**src/rtl/taxi_trip_counter.sv**
```systemverilog
// -----------------------------------------------------------------------------
// taxi_trip_counter
//
// Front end of the taximeter. Converts synchronised wheel-revolution pulses and
// a 1 Hz seconds strobe into the distance count (mil) and the waiting-time
// count (timee) consumed by the combinational fare calculator. A three-state
// trip FSM (IDLE / RUN / HOLD) gates all counting.
//
// Optional build macro:
//   TAXI_TRIP_ROUND_UP_EN - when defined, a partial distance unit left in the
//                           pulse counter at flag-up is billed as a whole unit.
//                           When undefined the partial distance is discarded.
//
// Ports:
//   clk        in   1  system clock, rising edge
//   rst        in   1  synchronous, active-high reset
//   start      in   1  one-cycle flag-down strobe
//   stop       in   1  one-cycle flag-up strobe
//   wheel      in   1  wheel sensor level, already synchronised to clk
//   sec_tick   in   1  one-cycle strobe, once per second
//   mil        out  8  distance units this trip, saturating at 255
//   timee      out  7  waiting-time units this trip, saturating at 127
//   running    out  1  high while in RUN
//   trip_done  out  1  one-cycle pulse after the RUN->HOLD transition
// -----------------------------------------------------------------------------
module taxi_trip_counter #(
    parameter int unsigned PULSES_PER_MILE = 10,  // 1..1023
    parameter int unsigned STILL_SECS      = 3,   // 1..15
    parameter int unsigned WAIT_SECS       = 60   // 1..255
) (
    input  logic       clk,
    input  logic       rst,
    input  logic       start,
    input  logic       stop,
    input  logic       wheel,
    input  logic       sec_tick,
    output logic [7:0] mil,
    output logic [6:0] timee,
    output logic       running,
    output logic       trip_done
);

    typedef enum logic [1:0] {
        IDLE = 2'd0,
        RUN  = 2'd1,
        HOLD = 2'd2
    } state_t;

    localparam logic [9:0] PULSE_LAST = 10'(PULSES_PER_MILE - 1);
    localparam logic [3:0] STILL_MAX  = 4'(STILL_SECS);
    localparam logic [7:0] WAIT_LAST  = 8'(WAIT_SECS - 1);
    localparam logic [7:0] MIL_MAX    = 8'hFF;
    localparam logic [6:0] TIMEE_MAX  = 7'h7F;

    state_t     state_q,     state_d;
    logic [7:0] mil_q,       mil_d;
    logic [6:0] timee_q,     timee_d;
    logic [9:0] pulse_cnt_q, pulse_cnt_d;
    logic [3:0] still_cnt_q, still_cnt_d;
    logic [7:0] wait_cnt_q,  wait_cnt_d;
    logic       running_q,   running_d;
    logic       trip_done_q, trip_done_d;
    logic       wheel_q;     // wheel level from the previous cycle

    logic wheel_edge;
    logic stationary;
    logic go_run;
    logic go_hold;

    assign wheel_edge = wheel & ~wheel_q;
    assign stationary = (still_cnt_q == STILL_MAX);

    // start has priority outside RUN, stop has priority inside RUN, so the two
    // transitions can never both fire in the same cycle.
    assign go_run  = start && (state_q != RUN);
    assign go_hold = stop  && (state_q == RUN);

    always_comb begin
        // NOTE: every variable driven here gets a default first so that no path
        // leaves it unassigned; a missing default would infer a latch.
        state_d     = state_q;
        mil_d       = mil_q;
        timee_d     = timee_q;
        pulse_cnt_d = pulse_cnt_q;
        still_cnt_d = still_cnt_q;
        wait_cnt_d  = wait_cnt_q;

        if (go_run) begin
            state_d = RUN;
        end else if (go_hold) begin
            state_d = HOLD;
        end

        // Counting happens in every RUN cycle, including the one in which stop
        // arrives, so an edge or tick coinciding with flag-up is still billed.
        if (state_q == RUN) begin
            if (wheel_edge) begin
                // An edge always wins over a coincident tick: the car is moving.
                still_cnt_d = '0;
                if (pulse_cnt_q == PULSE_LAST) begin
                    pulse_cnt_d = '0;
                    if (mil_q != MIL_MAX) begin
                        mil_d = mil_q + 8'd1;
                    end
                end else begin
                    pulse_cnt_d = pulse_cnt_q + 10'd1;
                end
            end else if (sec_tick) begin
                if (stationary) begin
                    // wait_cnt is never cleared by motion, so partial waiting
                    // seconds carry over between stationary periods.
                    if (wait_cnt_q == WAIT_LAST) begin
                        wait_cnt_d = '0;
                        if (timee_q != TIMEE_MAX) begin
                            timee_d = timee_q + 7'd1;
                        end
                    end else begin
                        wait_cnt_d = wait_cnt_q + 8'd1;
                    end
                end else begin
                    // The tick that reaches STILL_SECS only marks the car as
                    // stationary; waiting starts with the following tick.
                    still_cnt_d = still_cnt_q + 4'd1;
                end
            end
        end

`ifdef TAXI_TRIP_ROUND_UP_EN
        // Bill a partly travelled unit as a whole one at flag-up, looking at
        // the pulse count after this cycle's edge has been applied.
        if (go_hold && (pulse_cnt_d != '0) && (mil_d != MIL_MAX)) begin
            mil_d = mil_d + 8'd1;
        end
`endif

        // A new trip starts from zero with the car considered stationary.
        if (go_run) begin
            mil_d       = '0;
            timee_d     = '0;
            pulse_cnt_d = '0;
            wait_cnt_d  = '0;
            still_cnt_d = STILL_MAX;
        end
    end

    assign running_d   = (state_d == RUN);
    assign trip_done_d = go_hold;

    always_ff @(posedge clk) begin
        // NOTE: state registers use non-blocking assignments so that every
        // register samples pre-edge values regardless of statement order.
        if (rst) begin
            state_q     <= IDLE;
            mil_q       <= '0;
            timee_q     <= '0;
            pulse_cnt_q <= '0;
            still_cnt_q <= '0;
            wait_cnt_q  <= '0;
            running_q   <= 1'b0;
            trip_done_q <= 1'b0;
            wheel_q     <= 1'b0;
        end else begin
            state_q     <= state_d;
            mil_q       <= mil_d;
            timee_q     <= timee_d;
            pulse_cnt_q <= pulse_cnt_d;
            still_cnt_q <= still_cnt_d;
            wait_cnt_q  <= wait_cnt_d;
            running_q   <= running_d;
            trip_done_q <= trip_done_d;
            wheel_q     <= wheel;
        end
    end

    assign mil       = mil_q;
    assign timee     = timee_q;
    assign running   = running_q;
    assign trip_done = trip_done_q;

endmodule

```
**config.mk**
```make
export PLATFORM = sky130hd
export DESIGN_NAME = taxi_trip_counter
export DESIGN_NICKNAME = d
export VERILOG_FILES = /design/src/rtl/taxi_trip_counter.sv
export SDC_FILE = /design/constraint.sdc
export NUM_CORES = 1
export LEC_CHECK = 0
export ABC_AREA = 1
export BUFFER_PORTS_ARGS = -buffer_cell sky130_fd_sc_hd__clkbuf_2
export CAP_MARGIN = 15
export CORE_ASPECT_RATIO = 0.9
export CORE_MARGIN = 1
export CORE_UTILIZATION = 55
export CTS_BUF_LIST = sky130_fd_sc_hd__clkbuf_16
export DETAILED_ROUTE_END_ITERATION = 10
export PLACE_DENSITY = 0.75
export SETUP_SLACK_MARGIN = 0.15
export SLEW_MARGIN = 20
export SYNTH_ARGS = -nofsm -noshare
export SYNTH_HDL_FRONTEND = slang
export SYNTH_SLANG_ARGS = --single-unit
export TNS_END_PERCENT = 50
```
**constraint.sdc**
```tcl
create_clock -name clk -period 2.67 [get_ports clk]
set_input_delay 0.1335 -clock clk [delete_from_list [all_inputs] [get_ports clk]]
set_output_delay 0.1335 -clock clk [all_outputs]
set_load 0.03 [all_outputs]
```
==> impl_metrics.toml <==
[worst_setup_path]
worst_setup_path_end_kind = "flop"
timing.rr.start = "state_q[0]"
path_class = "flop to flop"
r2r_setup_slack_ns = 1.10
worstPathMaxFanout = 11
start_kind = "flop"
crit_arrival_ns = 1.74
r2r_end = "still_cnt_q[2]"
required_ns = 2.84
reg2reg_depth = 9

[finish]
antenna_cells = 0
final_area_um2 = 2590
area_growth_pct = 12.8
nets = 370
final_layout_size_suffix_gt1_share_pct = 15.0

[pwr]
power_density_nw_per_um2 = 531
peakVddDrop_mv = 0.395
pwr-share-clk_pct = 48.0
switchingPower_mw = 0.283
p_seq_share_pct = 46.7
swShare_pct = 20.6
p_int_mw = 1.09
pwr-share-comb_pct = 5.3
leakage_nw = 1.02

[synth]
ys_warn_count = 0
synthCells = 333
syn-cell-area_um2 = 2290
synthFlopType = "dfxtp_1"
yosysMostFrequentCell = "nand2_1"
syn_area_per_cell_um2 = 6.88
ys_types = 30
synth_fp_nets = 345
ys_seq_elements = 42
synth_top_cell_by_area = "dfxtp_1"
synth_top_area_share_pct = 36.7
ys_seq_area_share_pct = 36.7
synthTopCellsByCount = "85 x nand2_1, 49 x nor2_1, 42 x dfxtp_1"
synth_area_leaders = "dfxtp_1 37%, nand2_1 14%, nor2_1 8.0%, nand3_1 5.7%, inv_1 5.6%"
synth_edf_count = 0
async_flop_share_pct = 0

[clock_network]
htreeDepth = 2
cts_made_buffers = 5
clock-sinks = 42
cts_tree = "yes"
clk_pin_slew_ns = 0.06
holdBufCountCts = 0
clockBufferDepth = 2
postCtsSetupBuffers = 0
clock-root-buffer = "clkbuf_16"
postCtsResizedCells = 0
clock_latency_ns = 0.28

[sta]
max_freq_mhz = 637
worstMarginPinSlew_ns = 0.520
slew_headroom_pct = 65.2
fin_setup_tns_ns = 0
rsz0062_at_grt = "no"
fin_crit_sh_pct = 58.8
drv_slew = 0
hold_viol = 0
setup_viol = 0
period_minus_slack_ns = 1.57
skew_ns = 0.00495

[floorplan]
dieArea_um2 = 4430
start_util_pct = 59.3
num_io_pins = 23
fp.dieH_um = 63.2
die-width_um = 70.1
core-area_um2 = 3860
rows = 21

[detailed_routing]
drtPass1Iterations = 4
wl_per_cell_um = 10.6
ant_nets = 0
wirelength_um = 4290
vias = 2061
drt-vias-per-instance = 5.09
drt_iter0_markers = 76
drc_errors = 0

[global_route]
grt_usage_pct = 20.6
use_met3_pct = 4.64
grt_max_degree = 22
overflow = 0
busiest_layer = "met2"
antenna_found_initial = 0
grt_pass1_wl_um = 7580
grt_use_met2_pct = 35.6
grt_util_met1_pct = 25.3
grt_pass1_vias = 1857

[hold_path]
hold_path.startpoint = "stop"
holdPathEnd = "state_q[0]"
hp-class = "primary input to flop"
holdPathStages = 2

[run]
drv_cap = 0

[placed_design]
place_congestion = 0.880
hpwlAfterDp_um = 3190
port-buffer-count = 22
dpl_cell_area_um2 = 2420

[run_status]
status = "complete, no violations"
## worst max path at each step
stage	start	endpoint	slack [ns]	cells past startpoint
floorplan	timee[0]	timee[0]	1.12	8
detailed placement	state_q[0]	still_cnt_q[2]	1.11	9
global placement	state_q[0]	still_cnt_q[2]	1.13	9
global route	state_q[0]	still_cnt_q[3]	0.90	10
finish	state_q[0]	still_cnt_q[2]	1.10	9
CTS	state_q[0]	still_cnt_q[2]	1.10	10
## critical path: stages (launching register included)
cell and delay (ns):
dfxtp_1 0.36, inv_2 0.05, nor2_4 0.11, nand2_1 0.32, nand2_1 0.16, nand2_1 0.11
inv_1 0.15, nand3_1 0.08, nand2_1 0.08, nor2_1 0.04
## through the flow
| stage | hold slack (ns) | total power [mW] | utilization, % | setup slack, ns | instances |
|---|---|---|---|---|---|
| 4_1_cts | 0.0363 | 1.39 | 67.0 | 1.10 | 405 |
| 6_report | 0.0449 | 1.37 | 67.0 | 1.10 | 405 |
| 5_1_grt | 0.0487 | 1.42 | 67.0 | 0.898 | 405 |
| 2_1_floorplan | 0.203 | 0.711 | - | 1.12 | 333 |
| 3_3_place_gp | 0.330 | 0.728 | 62.7 | 1.13 | 397 |
| 3_5_place_dp | 0.330 | 0.729 | 62.7 | 1.11 | 397 |
## power groups by stage
stage                     Sequential [mW]  Clock [mW]  Combinational (mW)
after global placement              0.655           0              0.0725
after CTS                           0.642       0.674              0.0740
after detailed placement            0.656           0              0.0735
final                               0.642       0.659              0.0734
after global routing                0.642       0.700              0.0822
after floorplan                     0.658           0              0.0528
## layout make-up
cell class,instances,area (um^2)
fill,354,1280
multi-input combinational,249,1270
sequential,42,841
inverter,37,139
clock buffer,5,125
timing repair buffer,23,118
tap,46,57.6
clock inverter,3,37.5
## sequential cells by signal, summed over array words and instances (netlist names)
name         flops
still_cnt_q      4
trip_done        1
state_q          2
wait_cnt_q       8
pulse_cnt_q     10
mil              8
wheel_q          1
timee            7
running          1
## cells in the final DEF, fill, tap and decap left out, types with 4 or more instances in the layout
cell type,netlist,final
o21ai_0,5,5
nor2_4,5,5
clkbuf_16,0,5
nand2_2,5,5
xor2_1,7,7
inv_1,34,36
nor3_1,7,7
nand3_1,26,26
nand2_1,85,85
clkbuf_2,0,22
a21oi_1,24,24
ha_1,6,6
xnor2_1,4,4
nor2_1,49,49
nor2_2,4,4
dfxtp_1,42,42
## logic make-up (layout without fill, tap and decap cells)
| family | after synthesis | in the layout | synth area share, % |
|---|---|---|---|
| compound gates | 37 | 37 | 8.62 |
| xor+xnor | 11 | 11 | 4.20 |
| fa+ha+maj | 6 | 6 | 3.28 |
| buf+inv | 42 | 68 | 7.97 |
| flops | 42 | 42 | 36.7 |
| simple gates | 195 | 195 | 39.2 |
## metal layers
layer	part of all wire, %	vias up
met5	0	-
met4	0.89	0
met3	3.9	5
met2	46	31
met1	49	906
li1	-	1119
Power figures use the tool's default switching activity.
